$ cat src/rtl/fetch_pkg.sv
// fetch_pkg: shared state encoding and defaults for the fetch stage
package fetch_pkg;
    typedef enum logic {FETCH_IDLE, FETCH_WAIT} fetch_state_t;
    localparam int BUS_WIDTH_DEF = 16;
    localparam int ADDR_W_DEF = 8;
    localparam logic [BUS_WIDTH_DEF-1:0] NOP_INSTR = '0;
endpackage

$ cat src/rtl/pc_reg.sv
// pc_reg: program counter with load-over-increment priority
module pc_reg #(
    parameter int ADDR_W = 8,
    parameter int RESET_PC = 0
) (
    input  logic              clk,
    input  logic              reset,
    input  logic              inc,
    input  logic              load,
    input  logic [ADDR_W-1:0] load_val,
    output logic [ADDR_W-1:0] pc
);
    logic [ADDR_W-1:0] pc_q, pc_d;
    // taken jump beats increment; increment wraps naturally
    always_comb pc_d = load ? load_val : inc ? pc_q + ADDR_W'(1) : pc_q;
    // pc state register
    always_ff @(posedge clk or posedge reset)
        if (reset) pc_q <= ADDR_W'(RESET_PC);
        else pc_q <= pc_d;
    assign pc = pc_q;
endmodule

$ cat src/rtl/fetch_unit.sv
// fetch_unit: owns the PC, runs the imem handshake and holds the instruction register
module fetch_unit
    import fetch_pkg::*;
#(
    parameter int BUS_WIDTH = BUS_WIDTH_DEF,
    parameter int ADDR_W = ADDR_W_DEF,
    parameter int RESET_PC = 0,
    parameter int TIMEOUT = 15
) (
    input  logic                 clk,
    input  logic                 reset,
    input  logic                 pc_inc,
    input  logic                 imem_read,
    input  logic                 jump,
    input  logic                 zero_flag,
    input  logic [ADDR_W-1:0]    jump_target,
    output logic                 imem_req,
    output logic [ADDR_W-1:0]    imem_addr,
    input  logic [BUS_WIDTH-1:0] imem_rdata,
    input  logic                 imem_ack,
    output logic [BUS_WIDTH-1:0] ir,
    output logic                 ir_valid,
    output logic [ADDR_W-1:0]    pc,
    output logic                 busy,
    output logic                 fetch_err
);
    localparam int TW = $clog2(TIMEOUT + 1);
    fetch_state_t state_q, state_d;
    logic [TW-1:0] timer_q, timer_d;
    logic [ADDR_W-1:0] addr_q, addr_d;
    logic [BUS_WIDTH-1:0] ir_q, ir_d;
    logic valid_q, valid_d, pend_q, pend_d, err_q, err_d;
    pc_reg #(.ADDR_W(ADDR_W), .RESET_PC(RESET_PC)) u_pc (
        .clk(clk),
        .reset(reset),
        .inc(pc_inc),
        .load(jump && !zero_flag),
        .load_val(jump_target),
        .pc(pc)
    );
    // fetch FSM: issue from IDLE, complete on ack or substitute a NOP on timeout
    always_comb begin
        state_d = state_q;
        timer_d = timer_q;
        addr_d = addr_q;
        ir_d = ir_q;
        valid_d = 1'b0;
        pend_d = pend_q;
        err_d = err_q;
        if (state_q == FETCH_IDLE) begin
            if (imem_read || pend_q) begin
                state_d = FETCH_WAIT;
                addr_d = pc;
                timer_d = '0;
                pend_d = 1'b0;
            end
        end else begin
            pend_d = pend_q || imem_read;
            if (imem_ack) begin
                ir_d = imem_rdata;
                valid_d = 1'b1;
                state_d = FETCH_IDLE;
            end else begin
                timer_d = timer_q + TW'(1);
                if (timer_q == TW'(TIMEOUT - 1)) begin
                    ir_d = BUS_WIDTH'(NOP_INSTR);
                    valid_d = 1'b1;
                    err_d = 1'b1;
                    state_d = FETCH_IDLE;
                end
            end
        end
    end
    // fetch state registers; reset aborts any outstanding fetch
    always_ff @(posedge clk or posedge reset)
        if (reset) begin
            state_q <= FETCH_IDLE;
            timer_q <= '0;
            addr_q <= ADDR_W'(RESET_PC);
            ir_q <= '0;
            valid_q <= 1'b0;
            pend_q <= 1'b0;
            err_q <= 1'b0;
        end else begin
            state_q <= state_d;
            timer_q <= timer_d;
            addr_q <= addr_d;
            ir_q <= ir_d;
            valid_q <= valid_d;
            pend_q <= pend_d;
            err_q <= err_d;
        end
    assign imem_req = state_q == FETCH_WAIT;
    assign imem_addr = addr_q;
    assign ir = ir_q;
    assign ir_valid = valid_q;
    assign busy = (state_q == FETCH_WAIT) || pend_q;
    assign fetch_err = err_q;
endmodule

$ cat config.mk
export PLATFORM = sky130hd
export DESIGN_NAME = fetch_unit
export DESIGN_NICKNAME = d
export VERILOG_FILES = /design/src/rtl/fetch_pkg.sv /design/src/rtl/pc_reg.sv /design/src/rtl/fetch_unit.sv
export SDC_FILE = /design/constraint.sdc
export NUM_CORES = 1
export LEC_CHECK = 0
export ABC_AREA = 1
export CORE_AREA = 8 8 78 80
export CTS_CLUSTER_SIZE = 12
export DETAILED_ROUTE_END_ITERATION = 12
export DIE_AREA = 0 0 86 88
export PLACE_DENSITY = 0.72
export SLEW_MARGIN = 30
export SYNTH_ARGS = -nofsm -noshare
export SYNTH_HDL_FRONTEND = slang
export SYNTH_SLANG_ARGS = --single-unit
$ cat constraint.sdc
create_clock -name clk -period 2.6 [get_ports clk]
set_input_delay 0.52 -clock clk [delete_from_list [all_inputs] [get_ports clk]]
set_output_delay 0.52 -clock clk [all_outputs]
set_load 0.01 [all_outputs]
Yosys cells after proc, flatten, opt, wreduce, memory -nomap -nowiden
Cells that the tools add are included.
{"block": "word_totals", "reg_bits": 40, "inputBits": 31}
{"block": "op_classes", "n_addsub": 2, "n_eq_ne": 2, "mux": 16, "bitwise_logic": 2, "n_reduce_logical": 11}
{"op": "$mux 16", "count": 2}
{"op": "$mux 8", "count": 2}
{"op": "$mux 4", "count": 3}
{"op": "$mux 1", "count": 9}
{"op": "$add 8x1->8 const B", "count": 1}
{"op": "$reduce_and 2->1", "count": 3}
{"op": "$reduce_bool 2->1", "count": 3}
{"op": "$add 4x1->4 const B", "count": 1}
{"op": "$eq 4x4->1 const B", "count": 1}
{"op": "$reduce_and 3->1", "count": 1}
{"op": "$logic_or 1x1->1", "count": 2}
{"op": "$ne 2x2->1 const B", "count": 1}
{"op": "$not 1->1", "count": 2}
{"op": "$logic_and 1x1->1", "count": 1}
{"op": "$logic_not 1->1", "count": 1}

Longest topological paths before layout
{"block": "depth", "depth_word": 4, "mapped_depth": 7}

Hierarchy
Synthesis repeated with hierarchy kept, for this count alone.
{"block": "unflattened", "hier_cells": 212, "area_unflattened_um2": 1814.2}
{"module": "fetch_unit", "n_inst": 1, "cells_each": 148, "area_per_inst_um2": 1317.5}
{"module": "pc_reg", "n_inst": 1, "cells_each": 64, "area_per_inst_um2": 496.7}

Worst setup path before layout
OpenSTA, ideal clock, no wires.
{"block": "synth_path", "path_kind": "reg2out", "startpoint": "register state_q (netlist: imem_req)", "endpoint": "output busy", "arrival_ns": 0.889, "required_ns": 2.080, "slack_ns": 1.191, "path_stages_with_launch": 3, "n_path_buf": 1, "cell_sequence": "dfrtp_1 > buf_2 > or2_2"}
{"block": "synth_between", "elab_chain_len": 1}
{"element": "start, declared", "line_no": "fetch_unit.sv:28", "text": "fetch_state_t state_q, state_d;"}
{"element": "start signal, assigned", "line_no": "fetch_unit.sv:85", "text": "state_q <= state_d;"}
{"element": "$logic_or 1x1->1", "line_no": "fetch_unit.sv:97", "text": "assign busy = (state_q == FETCH_WAIT) || pend_q;"}
{"element": "end, declared", "line_no": "fetch_unit.sv:24", "text": "output logic busy,"}
Every way passes these cells.

Worst setup path in the final report
Same ends and word-level chain as after synthesis.

==> impl_metrics.yaml <==
sta:
  finalSetupTns_ns: 0
  period_share: 0.7821
  min_period_ns: 2.033
  max_freq_mhz: 491.8
  tightest_slew_ns: 0.5487
  skew_ns: 0.008808
  hold_viol: 0
  rsz0062_at_grt: "no"
  slew_violations: 0
  setup_viol: 0
  slew_headroom: 0.6334
detailed_routing:
  routed-via-count: 1661
  ant_nets: 0
  drc_errors: 0
  first_pass_iters: 4
  drt_wl_total_microns: 4706
  drt-vias-per-instance: 4.692
  dr.first_iter.drc_count: 74
  wire_per_inst_microns: 13.29
power_and_ir_drop:
  combPwrFrac: 0.450
  seqPwrFrac: 0.385
  power_switching_uw: 952.3
  p_leak_nw: 1.249
  irDropWorstVdd_uv: 340.6
  sw_frac_of_total: 0.3559
  power.internal_mw: 1.724
  pwr_density_cell_mw_per_mm2: 989.7
  clock_power_share: 0.165
setup_path:
  r2r_setup_slack_ns: 0.98
  cp.required_ns: 2.08
  arrival_ns: 1.51
  worstSetupStartpointType: "flip-flop"
  r2r_cells: 4
  endpoint: "busy"
  timing.rr.end: "ir[3]"
  crit_type: "flip-flop to output pin"
  worstSetupEndpointType: "output pin"
  crit_start: "imem_req"
  r2r_start: "imem_req"
  crit_fanout: 6
synth:
  yosys_warnings: 0
  synth.most_common_cell: "dfrtp_1"
  synth.distinct_cells: 24
  synth-edff-count: 0
  async_flop_share: 1.000
  syn_inst: 214
  synth-seq-cells: 40
  synth_common_cells: "40 x dfrtp_1, 39 x nand2_1, 35 x inv_1"
  synth_top_area_share: 0.5333
  synth_top_area_cell: "dfrtp_1"
  synthFlopType: "dfrtp_1"
  synth_area_sq_mm: 0.001877
  synthTopCellsByArea: "dfrtp_1 53%, nand2_1 7.8%, nand3_1 7.2%"
  synth-seq-area-share: 0.5333
  avgSynthCellArea_sq_um: 8.770
  synth_fp_nets: 248
layout:
  nFillCells: 449
  antennaDiodeCount: 0
  final_area_sq_mm: 0.002704
  stdcell_count: 354
  area.growth.synth_to_final_pct: 44.07
  largest_register_ffs: 16
  final_layout_size_suffix_gt1_frac: 0.09859
  fin_nets: 318
  fin_util: 0.5504
floorplanning:
  fp.dieH_microns: 88
  fp-row-count: 26
  core-area_sq_mm: 0.004912
  die-area_sq_mm: 0.007568
  pin_count: 67
  floorplan.initialDensity: 0.3821
  die_width_microns: 86
placed_design:
  numPortBuffers: 66
  dp_cells: 347
  place.gp.congestion: 0.8178
  placed_cell_area_sq_mm: 0.002608
  dp_hpwl_microns: 3516
grt:
  grt_pass1_wl_microns: 7948
  overflow: 0
  grt_pass1_vias: 1662
  track_usage: 0.1314
  grt_max_degree: 41
  antenna_found_initial: 0
hold_path:
  hold_class: "flip-flop to flip-flop"
  min_delay_path_depth: 1
clock_tree:
  cts_setup_buffers: 0
  clk_pin_slew_ns: 0.07
  cts_num_sinks: 40
  cts_made_buffers: 5
  cts_tree: "built"
  clk_latency_ns: 0.29
  clock-root-buffer: "clkbuf_8"
  cts.hold.buffers_added: 0
  clk_path_buf_depth: 2
  htreeDepth: 2
  cts-resized-gates: 0
job:
  timing.max_cap.violations: 0
outcome:
  status: "completed"
power groups by stage:
stage                     sequential [mW]  clock [mW]  combinational (mW)
after detailed placement             1.04           0                1.22
after floorplan                      1.12           0               0.497
after global placement               1.03           0                1.20
after global routing                 1.06       0.484                1.34
after CTS                            1.03       0.455                1.23
final                                1.03       0.442                1.20
metal layers:
layer  track usage  vias to the layer above  wire, microns
met1        0.1636                      751           2185
met5             0                        -              0
met2        0.2071                       81           2066
li1              -                      827              -
met3       0.05159                        2            436
met4       0.03344                        0             19
how the worst min path moves through the flow:
stage | startpoint | end | slack [ns]
2_1_floorplan | timer_q[3] | timer_q[3] | 0.47
5_1_grt | fetch_err | fetch_err | 0.50
3_5_place_dp | imem_addr[2] | imem_addr[2] | 0.47
4_1_cts | imem_addr[2] | imem_addr[2] | 0.49
3_3_place_gp | fetch_err | fetch_err | 0.46
6_report | fetch_err | fetch_err | 0.48
worst max-delay path, cell delays in order (launching register included):
cell and delay (ns):
dfrtp_1 0.44, or2_2 0.30, clkdlybuf4s50_1 0.48
stage by stage:
step                total power [mW]  setup slack (ns)  hold WS (ns)
floorplan                      1.621             1.162        0.4708
global placement               2.237            0.6705        0.4635
detailed placement             2.266            0.6181        0.4693
CTS                            2.716            0.5493        0.4889
global route                   2.891            0.5232        0.5018
finish                         2.676            0.5666        0.4835
cells in the final DEF (no fill, tap or decap):
cell	count
nand2_4	1
nor2_2	1
buf_4	4
nor2_1	10
a211oi_1	1
nand2_1	39
o21bai_1	1
dfrtp_1	40
inv_1	35
a21oi_1	3
o31ai_1	1
o211ai_1	2
nor4_1	1
a21oi_4	1
o21ai_0	26
or2_2	1
ha_1	3
clkbuf_8	7
nand3_1	27
nand3_2	1
o21ai_2	10
clkdlybuf4s50_1	66
inv_2	2
a31oi_1	1
logic make-up (layout without fill, tap and decap cells):
family	Yosys count	after routing	share of synthesized area
adder cells (fa/ha/maj)	3	3	0.02000
buffers and inverters	44	114	0.09933
flip-flops	40	40	0.5333
AND/OR/NAND/NOR	81	81	0.1913
AO/OA/AOI/OAI	46	46	0.1560
cell type report:
cell class,count,area [sq um],area share
Clock buffer,7,96.34,0.03563
Timing Repair Buffer,70,690.7,0.2554
Inverter,37,138.9,0.05137
Tap cell,70,87.58,0.03239
Sequential cell,40,1001,0.3702
Multi-Input combinational cell,130,689.4,0.2550
Power figures use the tool's default switching activity.
